$ cat src/rtl/hazard_ctrl.sv
// Hazard controller at the ID/EX boundary: load-use stalls, branch flushes and data-memory wait states.
// Optional macro HAZARD_STALL_COUNT_EN builds a saturating counter of cycles with the PC frozen.
module hazard_ctrl #(
  parameter int REG_W             = 16,
  parameter int LOAD_STALL_CYCLES = 1,
  parameter int FLUSH_CYCLES      = 1,
  parameter int CNT_W             = 3
) (
  input  logic             CLK,
  input  logic             Reset,
  input  logic [REG_W-1:0] IDRs1,
  input  logic [REG_W-1:0] IDRs2,
  input  logic             IDUsesRs2,
  input  logic             EXMemRead,
  input  logic             EXRegWrite,
  input  logic [REG_W-1:0] EXRd,
  input  logic             BranchTaken,
  input  logic             MemReq,
  input  logic             MemReady,
  output logic             PCWrite,
  output logic             IFIDWrite,
  output logic             IFIDFlush,
  output logic             IDEXBubble,
  output logic             IDEXWrite,
  output logic             EXMEMHold,
  output logic [1:0]       State,
  output logic [15:0]      StallCount
);

  typedef enum logic [1:0] {
    RUN      = 2'd0,
    LOAD_USE = 2'd1,
    FLUSH    = 2'd2,
    MEM_WAIT = 2'd3
  } state_t;

  localparam logic [CNT_W-1:0] LOAD_RELOAD  = CNT_W'(LOAD_STALL_CYCLES - 1);
  localparam logic [CNT_W-1:0] FLUSH_RELOAD = CNT_W'(FLUSH_CYCLES - 1);
  localparam logic [CNT_W-1:0] CNT_ONE      = CNT_W'(1);

  state_t           state;
  state_t           saved_state;
  state_t           active_state;
  state_t           next_state;
  logic [CNT_W-1:0] cnt;
  logic [CNT_W-1:0] next_cnt;
  logic             load_use;
  logic             mem_wait;
  logic             flush_out;
  logic             stall_out;

  assign load_use = EXMemRead & EXRegWrite & (EXRd != '0) &
                    ((EXRd == IDRs1) | (IDUsesRs2 & (EXRd == IDRs2)));
  assign mem_wait = MemReq & ~MemReady;

  // While waiting on memory the interrupted state is what decides behaviour on release.
  assign active_state = (state == MEM_WAIT) ? saved_state : state;
  assign State        = state;

  always_comb begin
    flush_out  = 1'b0;
    stall_out  = 1'b0;
    next_state = RUN;
    next_cnt   = '0;
    unique case (active_state)
      LOAD_USE: begin
        if (BranchTaken) begin
          flush_out = 1'b1;
        end else begin
          stall_out = 1'b1;
          if (cnt > CNT_ONE) begin
            next_state = LOAD_USE;
            next_cnt   = cnt - CNT_ONE;
          end
        end
      end
      FLUSH: begin
        flush_out = 1'b1;
        if (!BranchTaken && cnt > CNT_ONE) begin
          next_state = FLUSH;
          next_cnt   = cnt - CNT_ONE;
        end
      end
      default: begin
        if (BranchTaken) begin
          flush_out = 1'b1;
        end else if (load_use) begin
          stall_out = 1'b1;
          if (LOAD_STALL_CYCLES > 1) begin
            next_state = LOAD_USE;
            next_cnt   = LOAD_RELOAD;
          end
        end
      end
    endcase
    // Any taken branch restarts the flush window, whatever was in progress.
    if (BranchTaken && FLUSH_CYCLES > 1) begin
      next_state = FLUSH;
      next_cnt   = FLUSH_RELOAD;
    end
  end

  always_comb begin
    PCWrite    = 1'b1;
    IFIDWrite  = 1'b1;
    IFIDFlush  = 1'b0;
    IDEXBubble = 1'b0;
    IDEXWrite  = 1'b1;
    EXMEMHold  = 1'b0;
    if (Reset) begin
      PCWrite    = 1'b0;
      IFIDWrite  = 1'b0;
      IFIDFlush  = 1'b1;
      IDEXBubble = 1'b1;
    end else if (mem_wait) begin
      PCWrite    = 1'b0;
      IFIDWrite  = 1'b0;
      IDEXWrite  = 1'b0;
      EXMEMHold  = 1'b1;
    end else if (flush_out) begin
      IFIDFlush  = 1'b1;
      IDEXBubble = 1'b1;
    end else if (stall_out) begin
      PCWrite    = 1'b0;
      IFIDWrite  = 1'b0;
      IDEXBubble = 1'b1;
    end
  end

  always_ff @(posedge CLK) begin
    if (Reset) begin
      state       <= RUN;
      saved_state <= RUN;
      cnt         <= '0;
    end else if (mem_wait) begin
      // Counter stays frozen; only the first wait cycle captures the state to resume.
      if (state != MEM_WAIT) begin
        saved_state <= state;
      end
      state <= MEM_WAIT;
    end else begin
      state       <= next_state;
      saved_state <= RUN;
      cnt         <= next_cnt;
    end
  end

`ifdef HAZARD_STALL_COUNT_EN
  always_ff @(posedge CLK) begin
    if (Reset) begin
      StallCount <= 16'h0000;
    end else if (!PCWrite && StallCount != 16'hFFFF) begin
      StallCount <= StallCount + 16'd1;
    end
  end
`else
  assign StallCount = 16'h0000;
`endif

endmodule

$ cat config.mk
export PLATFORM = sky130hd
export DESIGN_NAME = hazard_ctrl
export DESIGN_NICKNAME = d
export VERILOG_FILES = /design/src/rtl/hazard_ctrl.sv
export SDC_FILE = /design/constraint.sdc
export NUM_CORES = 1
export LEC_CHECK = 0
export ABC_AREA = 1
export BUFFER_PORTS_ARGS = -buffer_cell sky130_fd_sc_hd__buf_2
export CAP_MARGIN = 10
export CORE_ASPECT_RATIO = 1.2
export CORE_MARGIN = 3
export CORE_UTILIZATION = 41
export CTS_CLUSTER_DIAMETER = 150
export DETAILED_ROUTE_END_ITERATION = 6
export MAX_ROUTING_LAYER = met4
export PLACE_DENSITY = 0.92
export REMOVE_ABC_BUFFERS = 1
export SLEW_MARGIN = 0
export SYNTH_ARGS = -nofsm -noshare
export SYNTH_HDL_FRONTEND = slang
export SYNTH_SLANG_ARGS = --single-unit
$ cat constraint.sdc
create_clock -name CLK -period 2.5 [get_ports CLK]
set_clock_uncertainty 0.1 [all_clocks]
set_input_delay 0.5 -clock CLK [delete_from_list [all_inputs] [get_ports CLK]]
set_output_delay 0.5 -clock CLK [all_outputs]
set_load 0.05 [all_outputs]
# == Yosys cells after proc, flatten, opt, wreduce, memory -nomap -nowiden ==
# Cells that the tools add are included.
# classes
magnitude_cmp,1
bitwise_logic,8
reduce_logical,4
n_mux,31
n_eq_ne,6
add_sub_neg,1
# ops
operator,n
$eq 16x16->1,2
$mux 1,22
$reduce_bool 16->1,1
$mux 3,3
$mux 2,3
$pmux 3 s2,1
$and 1x1->1,5
$eq 2x2->1 const B,2
$pmux 2 s2,1
$gt 3x1->1 const B,1
$sub 3x1->3 const B,1
$eq 2x1->1 const B,1
$ne 2x2->1 const B,1
$not 1->1,2
$pmux 1 s2,1
$reduce_or 2->1,1
$logic_and 1x1->1,1
$logic_not 1->1,1
$or 1x1->1,1
# totals
output_inout_bits,24
input_bits,56
regBits,7

# == Longest topological paths before layout ==
# depth
ltp_word,11
depth_mapped,14

# == Least setup slack after synthesis ==
# Ideal clock, no wire load.
# synth_timing
path_kind,register to output
start,"register state[1], in the netlist State[1]"
end,output IDEXBubble
stages_incl_launch_ff,8
path_slack_ns,-0.847
t_arrival_ns,2.747
path_cell_list,dfxtp_1 -> inv_1 -> a21oi_1 -> ha_1 -> nor2_1 -> o21ai_0 -> inv_1 -> nand2_1
# synth_between
elab_chain_len,8
word_cells_on_any_way,10
classes_between,eq/ne: 3; mux: 7
# synth_rtl
item,line,source
from (decl),41,state_t state;
from (signal assigned),142,state <= next_state;
$eq 2x2->1,57,assign active_state = (state == MEM_WAIT) ? saved_state : state;
$mux 2 (*),57,
$eq 2x2->1 / $eq 2x1->1 (equally long branches),65,unique case (active_state)
$pmux 1 s2,65,
$mux 1,123,end else if (stall_out) begin
$mux 1 (*),120,end else if (flush_out) begin
$mux 1 (*),115,end else if (mem_wait) begin
$mux 1 (*),110,if (Reset) begin
to (decl),23,"output logic IDEXBubble,"
# Every way passes the cells marked *; elsewhere a longest branch is shown, timed or not.

# == Worst setup path in the final report ==
# layout_timing
start,"register state[0], in the netlist State[0]"
end,output PCWrite
# layout_between
elab_chain_len,8
word_cells_on_any_way,10
classes_between,eq/ne: 3; mux: 7
# layout_rtl
item,line,source
$eq 2x2->1,57,
$mux 2 (*),57,
$eq 2x2->1 / $eq 2x1->1 (equally long branches),65,
$pmux 1 s2,65,
$mux 1,123,
$mux 1 (*),120,
$mux 1 (*),115,
$mux 1 (*),110,
to (decl),20,"output logic PCWrite,"
# Marked as above.

==> metrics <==
cell area power density 315 nW/µm²; Max Clk Rate 421 MHz; Die H 63.7 µm; Antenna Nets Post-Route 0; Rows 20; Syn Std Cell Area 1140 µm²; final setup vio count 0; final worst-path cycle share 0.951; Area Overhead vs Synth 29.8%; maximum fanout along the worst path 5; non-filler instance count after layout 314; CTS H-tree lvls 1; starting density of the core 0.438; Slew Limit Fails 0; drt pass-1 iters 6; antenna violations before repair 0; Fin Hold WS 0.389 ns; GP Congestion 0.834; clock buffers created by TritonCTS 3; vias in the first global route 1143; Die W 54.1 µm; Post-Place Setup Slack 0.189 ns; post-DR wirelength/cell 8.85 µm; R2R setup slack 0.93 ns; Final HPWL DP 2460 µm; total gr overflow 0; Crit-path slowest cell dfxtp_2; Hold WC Path Type register to register; DP Cell Count 310; WP data required 1.90 ns; PnR worst setup slack 0.123 ns; IO Port Bufs 63; routed vias 1367; layout cells sized above 1 0.285; count of cell types in the netlist 19; #FFs+latches synth 7; leakage 0.924 nW; ANT cells 0; unrepaired setup endpoints after global routing true; status finished, final reports clean; MaxCap Viol Count 0; maximum clock path buffer count 2; Multi-input gate area 759 µm²; Skew-Pair Late Insertion Delay 0.25 ns; fillers 288; die area 3450 µm²; critical path launch point type register; YS warnings 0; CP dominant cell by count inv_1; Hold Path Stages 2; DRT iter0 DRCs 16; clk root buf clkbuf_4; I/O pin cnt 80; Crit Path Class register to primary output; Worst Reg-to-Reg Cells 5; sequential cell area 141 µm²; fin crit period 2.38 ns; Final #Nets 341; core area 2600 µm²; post-CTS setup buffer count 0; Post-CTS Hold Fix Bufs 0; average cell area after synthesis 5.27 µm²; CTS resizes 1; largest net degree at the start of global routing 7; gr usage total 0.162; cells along the critical path inv_1 > a21oi_2 > inv_1 > ha_4 > inv_1 > a21oi_2 > nand3_1 > nand2_1 > inv_1 > buf_2; WL final 2780 µm; Power, Total 0.000466 W; share of the yosys chip area belonging to registers 0.123; clk slew on worst S/H paths 0.05 ns; Clock Sinks 7; via/cell ratio 4.35; # DRC 0; first-pass GRT wire length 4170 µm; VDD IR max 308 µV; Post-Synthesis Cells 216; Final Hold Fails 0; Worst setup EP type primary output; CTS tree built; Data arrival, critical path 1.78 ns; crit-path max cell delay 0.34 ns
-- routing by layer --
layer  share of wire  track usage  up-vias
li1                -            -      732
met3            0.10       0.0378        2
met1            0.39        0.167      569
met5               0            -        -
met2            0.50        0.300       64
met4          0.0050       0.0280        0
-- kinds of logic after synthesis --
logic type / count (synthesis) / share of synthesized area
AOI/OAI and AO/OA: 14 / 0.0725
xor gates and xnor gates: 14 / 0.108
adders and majority gates: 3 / 0.0330
buffers and inverters: 68 / 0.280
DFF: 7 / 0.123
other: 1 / 0.00329
and+or+nand+nor: 109 / 0.380
-- cell usage in the layout (no fill, tap or decap), drive strengths merged --
master   n
o32ai    1
nor2    33
nand2   66
xnor2    4
nand4    3
dfxtp    7
nand3    7
ha       3
o41ai    1
xor2    10
conb    16
inv     51
o21ai    3
o31ai    1
buf     62
a21oi    7
a21boi   1
clkbuf   5
-- sequential cells by signal (all words and copies together) (netlist names) --
register,count
cnt,3
saved_state,2
State,2
-- through the flow --
step / util / setup TNS (ns) / cell area (µm²)
2_1_floorplan: - / -1.61 / 1070
3_3_place_gp: 0.547 / 0 / 1420
3_5_place_dp: 0.547 / 0 / 1420
4_1_cts: 0.562 / 0 / 1460
5_1_grt: 0.568 / -0.0280 / 1480
6_report: 0.568 / 0 / 1480
-- worst max-delay path: cells and delay by family (launching register included) --
kind	cells	cell delay (ns)
AND/OR/NAND/NOR	2	0.16
buffers and inverters	5	0.44
flip-flops	1	0.34
AO/OA/AOI/OAI	2	0.28
adder cells (fa/ha/maj)	1	0.29
-- synth_stat cells, drive strengths merged --
| cell | number | area (µm²) |
|---|---|---|
| a21boi | 1 | 7.51 |
| a21oi | 7 | 35.0 |
| buf | 17 | 128 |
| conb | 1 | 3.75 |
| dfxtp | 7 | 140 |
| ha | 3 | 37.5 |
| inv | 51 | 191 |
| nand2 | 66 | 248 |
| nand3 | 7 | 35.0 |
| nand4 | 3 | 18.8 |
| nor2 | 33 | 131 |
| o21ai | 3 | 15.0 |
| o31ai | 1 | 7.51 |
| o32ai | 1 | 8.76 |
| o41ai | 1 | 8.76 |
| xnor2 | 4 | 35.0 |
| xor2 | 10 | 87.6 |
-- cell type report --
| type | instances | area share |
|---|---|---|
| Sequential cell | 7 | 0.0957 |
| Tap cell | 33 | 0.0279 |
| Timing Repair Buffer | 63 | 0.215 |
| Inverter | 51 | 0.130 |
| Clock buffer | 4 | 0.0178 |
| Multi-Input combinational cell | 156 | 0.514 |
-- final timing paths --
check	from	endpoint
worst min register to register	cnt[0]	cnt[0]
worst max-delay path	State[0]	PCWrite
worst max register to register	State[0]	State[0]
worst min-delay path	cnt[0]	cnt[0]
-- power breakdown --
group          total (W)  switching [W]  internal [W]  leakage [nW]
clock           0.000102      0.0000413     0.0000609        0.0150
combinational   0.000247       0.000167     0.0000802         0.852
sequential      0.000116     0.00000176      0.000114        0.0572
total           0.000466       0.000210      0.000255         0.924
Power figures use the tool's default switching activity.
